[src/rtl/lbp_stream_feeder.sv]
// Channel-multiplexed sample stream to per-channel LBP code frames.
// Define LBP_FEEDER_DROP_EN to drop frames instead of backpressuring.
module lbp_stream_feeder #(
    parameter int E          = 64,
    parameter int LBP_LENGTH = 6,
    parameter int SAMPLE_W   = 16
) (
    input  logic                    clk_i,
    input  logic                    arst_n_in,
    input  logic [SAMPLE_W-1:0]     sample_i,
    input  logic                    sample_valid_i,
    output logic                    sample_ready_o,
    output logic [E*LBP_LENGTH-1:0] LBP_codes_o,
    output logic                    frame_valid_o,
    input  logic                    send_next_LBP,
    output logic [15:0]             overrun_cnt_o
);

    localparam int CW = (E > 1) ? $clog2(E) : 1;
    localparam int WW = $clog2(LBP_LENGTH + 1);
    localparam logic [CW-1:0] LAST_CH   = CW'(E - 1);
    localparam logic [WW-1:0] WARM_LAST = WW'(LBP_LENGTH);

    typedef enum logic {
        WARMUP,
        RUN
    } state_t;

    state_t                     state;
    logic [CW-1:0]              chan_cnt;
    logic [WW-1:0]              warm_cnt;
    logic signed [SAMPLE_W-1:0] prev [E];
    logic [LBP_LENGTH-1:0]      code [E];

    logic                    accept;
    logic                    last_ch;
    logic                    frame_done;
    logic                    new_bit;
    logic                    pub_ok;
    logic                    publish;
    logic                    consume;
    logic [LBP_LENGTH-1:0]   code_upd;
    logic [E*LBP_LENGTH-1:0] codes_next;

    assign last_ch    = (chan_cnt == LAST_CH);
    assign accept     = sample_valid_i && sample_ready_o;
    assign frame_done = accept && last_ch;
    assign new_bit    = $signed(sample_i) > prev[chan_cnt];
    assign code_upd   = {code[chan_cnt][LBP_LENGTH-2:0], new_bit};
    assign consume    = frame_valid_o && send_next_LBP;
    assign pub_ok     = (state == RUN) || (warm_cnt == WARM_LAST);

    // Last channel is published with the bit it is receiving right now
    always_comb begin
        codes_next = '0;
        for (int c = 0; c < E; c++) begin
            if (c == E - 1)
                codes_next[c*LBP_LENGTH +: LBP_LENGTH] = code_upd;
            else
                codes_next[c*LBP_LENGTH +: LBP_LENGTH] = code[c];
        end
    end

`ifdef LBP_FEEDER_DROP_EN
    logic drop;

    assign sample_ready_o = 1'b1;
    assign drop           = frame_done && pub_ok &&
                            frame_valid_o && !send_next_LBP;
    assign publish        = frame_done && pub_ok && !drop;

    always_ff @(posedge clk_i or negedge arst_n_in) begin
        if (!arst_n_in) begin
            overrun_cnt_o <= '0;
        end else if (drop && (overrun_cnt_o != 16'hFFFF)) begin
            overrun_cnt_o <= overrun_cnt_o + 16'd1;
        end
    end
`else
    assign sample_ready_o = (state != RUN) ||
                            !(last_ch && frame_valid_o && !send_next_LBP);
    assign publish        = frame_done && pub_ok;
    assign overrun_cnt_o  = '0;
`endif

    always_ff @(posedge clk_i or negedge arst_n_in) begin
        if (!arst_n_in) begin
            state         <= WARMUP;
            chan_cnt      <= '0;
            warm_cnt      <= '0;
            LBP_codes_o   <= '0;
            frame_valid_o <= 1'b0;
            for (int c = 0; c < E; c++) begin
                prev[c] <= '0;
                code[c] <= '0;
            end
        end else begin
            // Frame-0 bits are garbage but get shifted out during warmup
            if (accept) begin
                prev[chan_cnt] <= $signed(sample_i);
                code[chan_cnt] <= code_upd;
                chan_cnt       <= last_ch ? '0 : chan_cnt + 1'b1;
            end
            if (frame_done && (state == WARMUP)) begin
                if (warm_cnt == WARM_LAST)
                    state <= RUN;
                else
                    warm_cnt <= warm_cnt + 1'b1;
            end
            if (publish) begin
                LBP_codes_o   <= codes_next;
                frame_valid_o <= 1'b1;
            end else if (consume) begin
                frame_valid_o <= 1'b0;
            end
        end
    end

endmodule

[config.mk]
export PLATFORM = sky130hd
export DESIGN_NAME = lbp_stream_feeder
export DESIGN_NICKNAME = d
export VERILOG_FILES = /design/src/rtl/lbp_stream_feeder.sv
export SDC_FILE = /design/constraint.sdc
export NUM_CORES = 2
export LEC_CHECK = 0
export BUFFER_PORTS_ARGS = -buffer_cell sky130_fd_sc_hd__buf_2
export CORE_UTILIZATION = 46
export CTS_CLUSTER_SIZE = 8
export DETAILED_ROUTE_END_ITERATION = 8
export GPL_TIMING_DRIVEN = 1
export PLACE_DENSITY = 0.73
export SETUP_SLACK_MARGIN = 0.4
export SLEW_MARGIN = 20
export SYNTH_ARGS = -nofsm -noshare
export SYNTH_HDL_FRONTEND = slang
export SYNTH_SLANG_ARGS = --single-unit
[constraint.sdc]
create_clock -name clk_i -period 11.8 [get_ports clk_i]
set_input_delay 2.95 -clock clk_i [delete_from_list [all_inputs] [get_ports clk_i]]
set_output_delay 2.95 -clock clk_i [all_outputs]
set_load 0.03 [all_outputs]
==> impl_results.md <==
* Status: finished, final reports clean
* Pins Over Slew Limit at 0
* Post-Syn Area at between 0.07 and 0.08 mm^2
* Proportion of layout cells with a drive suffix above 1 at 29.2%
* Top cells by count, synth: 1802 x dfrtp_1, 1772 x nand2_1, 999 x mux2_2
* Critical path arrival at 3.82 ns
* R2r startpoint: chan_cnt[0]
* Final ANT Viol Nets at 0
* Actual slew at the worst max-slew pin at 1.29 ns
* Routed WL per cell at 29.2 um
* Max-Cap Viols at 0
* Area of the multi-input gates at 0.0311 mm^2
* CP max FO at 4
* Drc violations at 0
* CTS Hold Buffers Added at 0
* Endpoints failing setup at 0
* Final period utilization at between 50% and 60%
* Post-Syn Instances at 6878
* Area contributors post-synth: dfrtp_1 57%, mux2_2 14%, nand2_1 8.5%, mux4_2 3.4%, o21ai_0 1.8%
* Synth top area share at 57.4%
* GRT Total Usage at 31.5%
* Worst setup EP type: output port
* Hold-critical path depth at 2
* Area Overhead vs Synth at 14.2%
* Hold Startpoint: prev[947]
* R2R Path End: code[300]
* Nets at 7209
* Vias/cell at 6.35
* VDD IR max at 0.000246 V
* Cell row count at 151
* Grt ovf at 0
* Clk_lat worst skew at 0.92 ns
* Chip Width at 415 um
* Synthesized area per cell at 11.4 um^2
* CTS tree: yes
* Die area at 0.172 mm^2
* Critical path's top delay family: simple AND/OR/NAND/NOR gates
* Initial Util at 46.4%
* Clock Path Buffers at 4
* CP Data Required Time at 8.85 ns
* Syn. warnings at 0
* Ys flop type: dfrtp_1
* Post-synth ARST share at 100%
* Critical path type: in -> out
* Vias in the first global route at 59900
* Max-slew headroom at 13.9%
* Worst Skew at roughly 0.061 ns
* Synth area leader: dfrtp_1
* First-pass GRT wire length at 403000 um
* Initial antenna violation count at 11
* Clk slew on worst S/H paths at 0.05 ns
* Worst path most repeated cell: buf_2
* Lkg Pwr at approximately 0.045 uW
* Die Y at a little over 400 um
* EDFF count, synth at 0
* CTS Buf Count at 275
* H-tree levels at 5
* DP HPWL at roughly 170000 um
* Worst setup SP type: input pin
* Sequential area share after synthesis at roughly 57%
* Flop-to-flop setup slack at 5.15 ns
* Slowest stage delay, CP at about 0.35 ns
* Post-synth cell types at 81
* Root buffer cell: clkbuf_16
* Sink of the worst hold path: prev[947]
* Tmin final at 6.77 ns
* Initial DRC count at 8017
* # port buffers at 405
* Power Dens Cells at ~250 mW/mm^2
* Buf/Inv on CP at 2
* Fmax at 148 MHz
* Via Count at about 60000
* Post-cts resize count at 0
* # IOs at 422
* Pre-antenna DRT Iters at 8
* CP cell instances: buf_2, nand3b_1, or3_1, buf_2
* RePlAce Congestion at 0.976
* FF/Latch Area at 0.0451 mm^2
* Worst hold slack at 0.467 ns
* RSZ-0062 raised after global routing: no
* Setup TNS at 0 ns
* CTS Sinks at 1802
* FF+latch count, synth at 1802
* Core Region at 0.169 mm^2
* HP Class: reg -> reg
* Cell count of the worst reg-to-reg path at 15
* Post-CTS Repair Setup Buffers at 0
* DRT Wirelength at approximately 270000 um
* Filler cells at ~14000
* Top-count cell post-synth: dfrtp_1
* Final hold vios at 0
* Largest net degree at the start of global routing at 196
* Highest-delay cell along the critical path: or3_1
[worst max-delay path by stage]
stage | start | end | cells after the start
4_1_cts | send_next_LBP | sample_ready_o | 4
5_1_grt | send_next_LBP | sample_ready_o | 4
6_report | send_next_LBP | sample_ready_o | 4
2_1_floorplan | send_next_LBP | sample_ready_o | 2
3_3_place_gp | send_next_LBP | sample_ready_o | 4
3_5_place_dp | send_next_LBP | sample_ready_o | 4
[metal layers]
layer / up-vias / wire length [um] / global-route usage, %
met3: 1022 / 33300 / 9.32
li1: 24200 / - / -
met4: 12 / 21700 / 21.8
met1: 30300 / 98400 / 39.6
met2: 4237 / 121000 / 46.7
met5: - / 63 / 0
[worst min-delay path, stage by stage (launching register included)]
cell and delay [ns]:
dfrtp_1 0.33, nand2_1 0.05, nand2_1 0.06
[layout make-up]
class,instances,share of cell area [%]
inverter,8,0.0363
clock inverter,5,0.0614
sequential,1802,50.3
timing repair buffer,580,3.97
clock buffer,288,7.92
tap,2218,3.09
antenna,6,0.0167
multi-input combinational,4503,34.6
[kinds of logic (layout without fill, tap and decap cells)]
family | after synthesis | after routing | synth area share (%)
AND/OR/NAND/NOR | 2213 | 2213 | 11.1
flip-flops | 1802 | 1802 | 57.4
multiplexers | 1256 | 1256 | 19.5
AO/OA/AOI/OAI | 995 | 995 | 8.09
buffers and inverters | 588 | 881 | 3.62
adder cells (fa/ha/maj) | 19 | 19 | 0.303
XOR/XNOR | 4 | 4 | 0.0446
other | 1 | 22 | 0.00477
[power by group]
| part | switching [uW] | internal [uW] | leakage, uW |
|---|---|---|---|
| Clock | 2590 | 4190 | 0.00353 |
| Combinational | 4110 | 2190 | 0.0167 |
| Sequential | 1180 | 7840 | 0.0244 |
[registers in the layout, summed over array words and instances, names as in the netlist]
name and flops:
prev 1024, LBP_codes_o 384, code 383, chan_cnt 6
warm_cnt 3, frame_valid_o 1, state 1
[stage by stage]
stage	util, %	power (uW)	instance area (um^2)	setup slack (ns)	instances
CTS	52.9	21900	89700	5.05	9403
global route	52.9	22800	89700	5.00	9405
global placement	48.7	14800	82500	5.08	9110
floorplan	-	12600	78600	5.24	6893
finish	52.9	22100	89700	5.03	9410
detailed placement	48.7	15100	82500	5.05	9110
[placed cells by master (no fill, tap or decap), drive strengths merged, types with 8 or more instances in the layout]
master	n
dfrtp	1802
nand2	1775
mux2	1002
buf	580
nor2	331
o21ai	288
clkbuf	288
a21oi	276
mux2i	135
mux4	119
a221oi	107
a22oi	82
o22ai	55
a221o	36
a22o	30
o31ai	21
ha	19
nand3	19
o221ai	18
conb	16
o2bb2ai	15
nor4	11
nor3	11
a211oi	10
inv	10
a31oi	9
and3	8
o211ai	8
No activity file was read; power rests on OpenSTA's default activity.
